===== config.mk =====
export PLATFORM = sky130hd
export DESIGN_NAME = alu_result_tx
export DESIGN_NICKNAME = d
export VERILOG_FILES = /design/src/rtl/alu_result_tx.sv
export SDC_FILE = /design/constraint.sdc
export NUM_CORES = 1
export LEC_CHECK = 0
export CAP_MARGIN = 20
export CORE_MARGIN = 5
export CORE_UTILIZATION = 40
export DETAILED_ROUTE_END_ITERATION = 12
export HOLD_SLACK_MARGIN = 0.1
export PLACE_DENSITY = 0.66
export RECOVER_POWER = 50
export SYNTH_ARGS = -nofsm -noshare
export SYNTH_HDL_FRONTEND = slang
export SYNTH_SLANG_ARGS = --single-unit

===== constraint.sdc =====
create_clock -name i_clk -period 2.25 [get_ports i_clk]
set_clock_uncertainty 0.2 [all_clocks]
set_input_delay 0.3375 -clock i_clk [delete_from_list [all_inputs] [get_ports i_clk]]
set_output_delay 0.3375 -clock i_clk [all_outputs]
set_load 0.005 [all_outputs]

===== src/rtl/alu_result_tx.sv =====
// Serialises a 16-bit ALU result into MSB-first bytes for a UART transmitter.
// Define RESULT_CHECKSUM_EN to append a third byte holding high^low.
module alu_result_tx #(
  parameter int NB_RESULT = 16,
  parameter int NB_BYTE   = 8
) (
  input  logic                 i_clk,
  input  logic                 i_reset,
  input  logic                 i_result_valid,
  input  logic [NB_RESULT-1:0] i_result,
  input  logic                 i_tx_done,
  output logic                 o_tx_start,
  output logic [NB_BYTE-1:0]   o_tx_data,
  output logic                 o_busy,
  output logic                 o_overrun
);

`ifdef RESULT_CHECKSUM_EN
  localparam logic [1:0] LAST_IDX = 2'd2;
`else
  localparam logic [1:0] LAST_IDX = 2'd1;
`endif

  typedef enum logic [1:0] {
    IDLE  = 2'd0,
    START = 2'd1,
    WAIT  = 2'd2
  } state_t;

  state_t               state_q, state_d;
  logic [1:0]           idx_q, idx_d;
  logic [NB_RESULT-1:0] shadow_q, shadow_d;
  logic                 tx_start_q, tx_start_d;
  logic [NB_BYTE-1:0]   tx_data_q, tx_data_d;
  logic                 busy_q, busy_d;
  logic                 overrun_q, overrun_d;

  function automatic logic [NB_BYTE-1:0] byte_sel(input logic [NB_RESULT-1:0] r,
                                                   input logic [1:0] idx);
    logic [NB_BYTE-1:0] b;
    case (idx)
      2'd0:    b = r[NB_RESULT-1 -: NB_BYTE];
      2'd1:    b = r[NB_BYTE-1:0];
`ifdef RESULT_CHECKSUM_EN
      2'd2:    b = r[NB_RESULT-1 -: NB_BYTE] ^ r[NB_BYTE-1:0];
`endif
      default: b = '0;
    endcase
    return b;
  endfunction

  always_ff @(posedge i_clk or negedge i_reset) begin
    if (!i_reset) begin
      state_q    <= IDLE;
      idx_q      <= '0;
      shadow_q   <= '0;
      tx_start_q <= 1'b0;
      tx_data_q  <= '0;
      busy_q     <= 1'b0;
      overrun_q  <= 1'b0;
    end else begin
      state_q    <= state_d;
      idx_q      <= idx_d;
      shadow_q   <= shadow_d;
      tx_start_q <= tx_start_d;
      tx_data_q  <= tx_data_d;
      busy_q     <= busy_d;
      overrun_q  <= overrun_d;
    end
  end

  always_comb begin
    state_d = state_q;
    case (state_q)
      IDLE:    if (i_result_valid) state_d = START;
      START:   state_d = WAIT;
      WAIT:    if (i_tx_done) state_d = (idx_q == LAST_IDX) ? IDLE : START;
      default: state_d = IDLE;
    endcase
  end

  // The start pulse and its byte are registered on the edge that enters START,
  // so o_tx_start is high for exactly the cycle the FSM spends in START.
  always_comb begin
    idx_d      = idx_q;
    shadow_d   = shadow_q;
    tx_start_d = 1'b0;
    tx_data_d  = tx_data_q;
    busy_d     = (state_d != IDLE);
    overrun_d  = i_result_valid && (state_q != IDLE);
    case (state_q)
      IDLE: begin
        if (i_result_valid) begin
          shadow_d   = i_result;
          idx_d      = '0;
          tx_start_d = 1'b1;
          tx_data_d  = byte_sel(i_result, 2'd0);
        end
      end
      WAIT: begin
        if (i_tx_done && (idx_q != LAST_IDX)) begin
          idx_d      = idx_q + 2'd1;
          tx_start_d = 1'b1;
          tx_data_d  = byte_sel(shadow_q, idx_q + 2'd1);
        end
      end
      default: ;
    endcase
  end

  assign o_tx_start = tx_start_q;
  assign o_tx_data  = tx_data_q;
  assign o_busy     = busy_q;
  assign o_overrun  = overrun_q;

endmodule


# After elaboration in Yosys (flattened, before gate mapping)
# Cells that the tools add are included.
[totals]
regBits = 31
inputBits = 20
word_cells = 38
output_inout_bits = 11
[classes]
eq_ne = 7
n_mux = 14
addsub = 1
reduce_logical = 9
[ops]
columns = ["op", "count"]
rows = [
  ["$pmux 8 s2", 2],
  ["$mux 8", 2],
  ["$mux 2", 4],
  ["$eq 2x1->1 const B", 3],
  ["$pmux 2 s3", 1],
  ["$reduce_bool 2->1", 3],
  ["$logic_not 2->1", 2],
  ["$ne 2x2->1 const B", 2],
  ["$pmux 2 s2", 1],
  ["$mux 1", 3],
  ["$reduce_and 3->1", 1],
  ["$add 2x1->2 const B", 1],
  ["$eq 2x2->1 const B", 1],
  ["$logic_and 1x1->1", 2],
  ["$ne 2x1->1 const B", 1],
  ["$pmux 1 s2", 1],
  ["$reduce_and 2->1", 1],
]

# Longest topological paths before layout
# Gate-level depths: netlist of run 1.
[logic_depth]
depth_word = 5
ltp_mapped = 6
depth_no_buf = 5

# Worst setup path before layout of run 1
# Ideal clock, no wire load.
[synth_path]
path_kind = "register to register"
startpoint = "register state_q[0]"
endpoint = "register shadow_q[0]"
path_buffers = 1
setup_time_ns = 0.125
stages_incl_launch_ff = 4
required_time_ns = 1.925
period_less_slack_ns = 1.640
slack_ns = 0.610
t_arrival_ns = 1.315
cell_sequence = "dfrtp_1 nor3b_4 buf_6 mux2_2"
[synth_between]
elab_chain_len = 2
[synth_rtl]
columns = ["item", "line_no", "source"]
rows = [
  ["start, declared", "30", "state_t state_q, state_d;"],
  ["start signal, assigned", "62", "state_q <= state_d;"],
  ["$logic_not 2->1", "91", "case (state_q)"],
  ["$reduce_and 2->1 (no source line)", "-", ""],
  ["end signal, assigned", "64", "shadow_q <= shadow_d;"],
  ["end, declared", "32", "logic [NB_RESULT-1:0] shadow_q, shadow_d;"],
]
# No other way between the ends.
# A chain may end at the register's enable or synchronous reset.

# Worst setup path in the final report of run 1
[layout_path]
startpoint = "register idx_q[0]"
endpoint = "register tx_data_q[7] (netlist: o_tx_data[7])"
[layout_between]
elab_chain_len = 5
elab_cells_between_ends = 10
cone_classes = "add/sub: 1; eq/ne: 3; mux: 3; reduce/logical: 3"
[layout_rtl]
columns = ["item", "line_no", "source"]
rows = [
  ["start, declared", "31", "logic [1:0] idx_q, idx_d;"],
  ["start signal, assigned", "63", "idx_q <= idx_d;"],
  ["$add 2x1->2", "104", "tx_data_d = byte_sel(shadow_q, idx_q + 2'd1);"],
  ["$eq 2x1->1 / $logic_not 2->1 (equally long branches)", "41", "case (idx)"],
  ["$pmux 8 s2", "41", ""],
  ["$mux 8", "101", "if (i_tx_done && (idx_q != LAST_IDX)) begin"],
  ["$pmux 8 s2", "91", ""],
  ["end signal, assigned", "66", "tx_data_q <= tx_data_d;"],
  ["end, declared", "34", "logic [NB_BYTE-1:0] tx_data_q, tx_data_d;"],
]
# Several ways; a longest one is shown, not always the timed one. The select of a mux whose other input is x is not followed.

==> run summary, run 1 <==
worst endpoint required time -> 2250 ps
outcome -> completed
Initial Util -> 0.411
total grt overflow -> 0
I/O pins -> 31
Pwr Total -> 2540 uW
HPWL after DPL -> 2.00 mm
area of the multi-input gates -> 538 sq um
RSZ-0062 raised after global routing -> no
HP Class -> flip-flop to flip-flop
Layout Utilization -> 0.543
CTS Buffer Depth -> 2
RePlAce Congestion -> 0.726
Cells after Synth -> 105
root buffer cell -> clkbuf_4
# hold bufs at CTS -> 0
Clock power frac -> 0.180
Reg power frac -> 0.396
# diodes -> 0
Unique masters post-synth -> 23
Fillers -> 313
Crit-path slowest cell -> dfrtp_1
vias in the first global route -> 1024
core area -> 3340 sq um
sequential area share after synthesis -> 0.566
FF+latch area -> 776 sq um
CTS tree -> built
Synth top area share -> 0.566
DRT Pass-1 Iters -> 4
worst-path cell chain -> ha_1 > nor4bb_2 > or2_0 > buf_4 > a21oi_1
clock sinks -> 31
Switch Pwr -> 808 uW
sw frac -> 0.317
Syn Nets -> 128
Pleak -> 0.000755 uW
Slew Limit Fails -> 0
Mapped Area -> 1370 sq um
H-tree Lvls -> 2
synth warn -> 0
Synth area leader -> dfrtp_1
first-pass GRT wire length -> 4.88 mm
standard-cell rows -> 21
Final Hold Fails -> 0
Worst Tran Pin Value -> 749 ps
post-cts sizing count -> 0
Crit Path Category -> flip-flop to flip-flop
Clk pin slew, worst setup/hold paths -> 110 ps
post-route ant nets -> 0
Worst Setup End Kind -> flip-flop
initial antenna violation count -> 0
CP delay by family, top -> simple AND/OR/NAND/NOR gates
vias -> 972
post-CTS setup buffer count -> 0
Final Critical Period -> 1950 ps
CP bufs+invs -> 1
setup violation total in the final timing report -> 0
Setup WS post-layout -> 303 ps
number of flops mapped to enable cells by yosys -> 0
Total GRT Usage -> 0.146
Place WS -> 230 ps
peak supply drop -> 589 uV
Placed Cells -> 181
clock network latency to the later pin of the worst-skew pair -> 340 ps
Worst setup SP type -> flip-flop
most numerous cell in the Yosys netlist -> dfrtp_1
DRT iter0 DRCs -> 54
Internal Power -> 1740 uW
DIE AREA -> 4700 sq um
setup_tns -> 0 ps
CP max FO -> 7
drt via density -> 5.14
commonest cells in the netlist -> 31 x dfrtp_1, 16 x mux2_2
Yosys reg bits -> 31
FMAX -> 0.513 GHz
max cap viols -> 0
Syn-to-layout area delta -> 32.1%
Primary FF master, synth -> dfrtp_1
die width -> 68.6 um
Area contributors post-synth -> dfrtp_1 57%, mux2_2 13%, a22o_1 5.1%
Comb pwr share -> 0.424
Die Span Y -> 68.6 um
largest net degree at the start of global routing -> 32
share of cells above drive strength 1 -> 0.245
Critical Path AT -> 1950 ps
non-filler cells, final -> 189
IO Port Bufs -> 30
DRC -> 0
Nets -> 165
Slew headroom -> 0.501
Mapped Avg Cell Area -> 13.1 sq um
pwr dens -> 1400 nW/um^2
CTS buffer count -> 5
drt wl/cell -> 15.5 um
total wire length -> 2.93 mm
Crit path largest cell delay -> 420 ps
FFs w/ async S/R, synth -> 1.00
final period utilization -> 0.866
## placed cells by master, fill, tap and decap left out, drive strengths merged, types with 2 or more instances in the layout
| cell | Yosys | layout |
|---|---|---|
| dfrtp | 31 | 31 |
| clkdlybuf4s50 | 0 | 29 |
| mux2 | 16 | 16 |
| a22o | 8 | 8 |
| a22oi | 8 | 8 |
| nor3 | 8 | 8 |
| a21oi | 8 | 8 |
| clkbuf | 0 | 8 |
| buf | 7 | 5 |
| ha | 3 | 3 |
| o21ai | 3 | 3 |
| or2 | 3 | 3 |
| inv | 2 | 2 |
| nand2 | 2 | 2 |
| nor3b | 2 | 2 |
## final timing paths
| kind | depth (start not counted) | startpoint | end | slack [ps] |
|---|---|---|---|---|
| worst max-delay path | 5 | idx_q[0] | o_tx_data[7] | 300 |
| worst max register to register | 5 | idx_q[0] | o_tx_data[7] | 300 |
| worst min register to register | 1 | shadow_q[14] | shadow_q[14] | 320 |
| max in group asynchronous | 2 | i_reset | idx_q[1] | 980 |
| worst min-delay path | 1 | shadow_q[14] | shadow_q[14] | 320 |
| min in group asynchronous | 2 | i_reset | state_q[1] | 380 |
## flip-flops by register name (all words and copies together) (netlist names)
| register | flops |
|---|---|
| o_tx_data | 8 |
| state_q | 2 |
| o_overrun | 1 |
| shadow_q | 16 |
| idx_q | 2 |
| o_tx_start | 1 |
| o_busy | 1 |
## worst reg2reg max path: cells and delay by family, from the launching register on
kind / cells / cell delay, ps
compound gates: 1 / 70
fa+ha+maj: 1 / 220
buf+inv: 1 / 220
flops: 1 / 420
simple gates: 2 / 680
## through the flow
step                hold slack (ps)  cell area (sq um)
global placement                291               1730
global route                    329               1810
CTS                             192               1820
floorplan                      -158               1370
detailed placement              299               1730
finish                          319               1810
## power groups by stage
stage | Combinational (uW) | Sequential [uW] | Clock, uW
floorplan | 696 | 988 | 0
global placement | 1070 | 1010 | 0
detailed placement | 1090 | 1020 | 0
CTS | 1100 | 1010 | 465
global route | 1190 | 1040 | 490
finish | 1080 | 1010 | 458
## cell families after synthesis
logic type,share of synthesized area
flops,0.566
compound gates,0.141
mux,0.131
fa+ha+maj,0.0274
buf+inv,0.0420
simple gates,0.0931
## per-layer routing
| metal | vias to the layer above | GRT usage | wire, um |
|---|---|---|---|
| li1 | 463 | - | - |
| met1 | 479 | 0.172 | 1240 |
| met2 | 23 | 0.240 | 1470 |
| met3 | 7 | 0.0551 | 173 |
| met4 | 0 | 0.0596 | 51 |
| met5 | - | 0 | 0 |
## layout make-up
type	count	share of cell area
clock buffers	6	0.0283
repair buffers	37	0.191
clock inverters	2	0.0193
well taps	46	0.0318
flip-flops and latches	31	0.428
multi-input cells	65	0.297
inverters	2	0.00414
Power figures use the tool's default switching activity.
==> run 2, diff against run 1 <==
MAX_ROUTING_LAYER = met4   (was not set)
==> run 2 against run 1 <==
Total power about the same. First-iteration DRC count shrank 9.3%. Combinational power is essentially flat. Sequential cell count did not move. Largest power group unchanged.
==> run summary, run 2 (same netlist as run 1, synthesis figures left out) <==
WHS Path Cells -> 1 (unchanged)
DRT iter0 DRCs -> 49 (was 54)
RSZ-0062 raised after global routing -> no (unchanged)
Pwr Total -> 2540 uW (about the same)
Worst Tran Pin Value -> 752 ps (was 749 ps)
setup violation total in the final timing report -> 0 (unchanged)
vias in the first global route -> 1024 (unchanged)
DRC -> 0 (unchanged)
Critical Path AT -> 1950 ps (about the same)
initial antenna violation count -> 0 (unchanged)
Crit-path slowest cell -> dfrtp_1 (unchanged)
hold path startpoint -> shadow_q[14] (unchanged)
R2R Path Start -> idx_q[0] (unchanged)
HP Class -> flip-flop to flip-flop (unchanged)
vias -> 975 (was 972)
total stage count of the critical path -> 5 (unchanged)
setup_tns -> 0 ps (unchanged)
drt wl/cell -> 15.6 um (was 15.5 um)
first-pass GRT wire length -> 4.88 mm (unchanged)
largest net degree at the start of global routing -> 32 (unchanged)
CP bufs+invs -> 1 (unchanged)
Slew headroom -> 0.498 (was 0.501)
number of flip-flops in the largest register -> 16 (unchanged)
R2R cell count -> 5 (unchanged)
total grt overflow -> 0 (unchanged)
Layout Utilization -> 0.543 (unchanged)
most common library cell in the layout ignoring fill and taps -> dfrtp_1 (unchanged)
CP delay by family, top -> simple AND/OR/NAND/NOR gates (unchanged)
Place WS -> 230 ps (unchanged)
Pleak -> 0.000755 uW (unchanged)
CTS tree -> built (unchanged)
clock network latency to the later pin of the worst-skew pair -> 340 ps (about the same)
HPWL after DPL -> 2.00 mm (unchanged)
max cap viols -> 0 (unchanged)
Worst setup SP type -> flip-flop (unchanged)
CTS Buffer Depth -> 2 (unchanged)
post-cts sizing count -> 0 (unchanged)
Syn-to-layout area delta -> 32.1% (unchanged)
total wire length -> 2.94 mm (was 2.93 mm)
Die Span Y -> 68.6 um (unchanged)
Clk pin slew, worst setup/hold paths -> 110 ps (about the same)
share of cells above drive strength 1 -> 0.245 (unchanged)
Total GRT Usage -> 0.151 (was 0.146)
core area -> 3340 sq um (unchanged)
Initial Util -> 0.411 (unchanged)
# diodes -> 0 (unchanged)
I/O pins -> 31 (unchanged)
Slew Limit Fails -> 0 (unchanged)
Final Critical Period -> 1950 ps (about the same)
outcome -> completed (unchanged)
H-tree Lvls -> 2 (unchanged)
DP Area -> 1730 sq um (unchanged)
crit path from -> idx_q[0] (unchanged)
# hold bufs at CTS -> 0 (unchanged)
clock sinks -> 31 (unchanged)
Setup WS post-layout -> 305 ps (was 303 ps)
post-route ant nets -> 0 (unchanged)
IO Port Bufs -> 30 (unchanged)
DRT Pass-1 Iters -> 4 (unchanged)
final period utilization -> 0.865 (was 0.866)
CP max FO -> 7 (unchanged)
Final Hold Fails -> 0 (unchanged)
DIE AREA -> 4700 sq um (unchanged)
worst-path cell chain -> ha_1 > nor4bb_2 > or2_0 > buf_4 > a21oi_1 (unchanged)
pwr dens -> 1400 nW/um^2 (about the same)
standard-cell rows -> 21 (unchanged)
Nets -> 165 (unchanged)
CTS buffer count -> 5 (unchanged)
Largest Register -> shadow_q (unchanged)
post-CTS setup buffer count -> 0 (unchanged)
die width -> 68.6 um (unchanged)
FMAX -> 0.514 GHz (was 0.513 GHz)
Crit Path Category -> flip-flop to flip-flop (unchanged)
drt via density -> 5.16 (was 5.14)
Worst Setup End Kind -> flip-flop (unchanged)
RePlAce Congestion -> 0.735 (was 0.726)
Crit path largest cell delay -> 420 ps (about the same)
post-route cell area -> 1810 sq um (unchanged)
worst endpoint required time -> 2250 ps (about the same)
commonest non-fill, non-tap cells in the layout -> 31 x dfrtp_1, 29 x clkdlybuf4s50_1, 16 x mux2_2 (unchanged)
root buffer cell -> clkbuf_4 (unchanged)
peak supply drop -> 592 uV (was 589 uV)
run 2: cell counts in the layout (fill, tap and decap cells not counted):
No cell type changed its count.
run 2: layer usage:
| layer | vias up | routed length [um] | track usage | part of all wire |
|---|---|---|---|---|
| met5 | - | 0 | - | 0 |
| met4 | 0 | 54 | 0.0596 | 0.018 |
| met3 | 7 | 156 | 0.0551 | 0.053 |
| met2 | 21 | 1480 | 0.240 | 0.50 |
| met1 | 483 | 1250 | 0.172 | 0.43 |
| li1 | 464 | - | - | - |
run 2: report_power, final:
group	total (uW)	leakage [uW]	switching, uW	internal, uW
registers	1010	0.000366	171	836
logic	1080	0.000341	441	638
clock network	459	0.0000482	196	263
run 2: worst reg2reg max path: stages (launching register included):
cell and delay (ps):
dfrtp_1 420, ha_1 220, nor4bb_2 300, or2_0 380, buf_4 220, a21oi_1 70
run 2: area by class of cell:
cell class,instances,area (sq um)
fillers,313,1530
repair buffers,37,347
clock inverters,2,35.0
clock buffers,6,51.3
well taps,46,57.6
flip-flops and latches,31,776
multi-input cells,65,538
inverters,2,7.51
run 2: metrics by stage:
step / hold slack [ps] / std cells
after global routing: 329 / 189
after detailed placement: 299 / 181
after global placement: 291 / 181
after floorplan: -158 / 105
final: 319 / 189
after CTS: 192 / 189
run 2: path summary, 6_finish.rpt:
kind                                end  slack, ps
setup / recovery           o_tx_data[7]        300
hold / removal             shadow_q[14]        320
setup reg to reg           o_tx_data[7]        300
hold reg to reg            shadow_q[14]        320
max in group asynchronous      idx_q[1]        970
min in group asynchronous    state_q[1]        380
==> run 3, diff against run 2 <==
CTS_CLUSTER_SIZE = 12   (was not set)
==> results of run 3 <==
No change in the layout: final DEF, timing and power equal those of run 2.
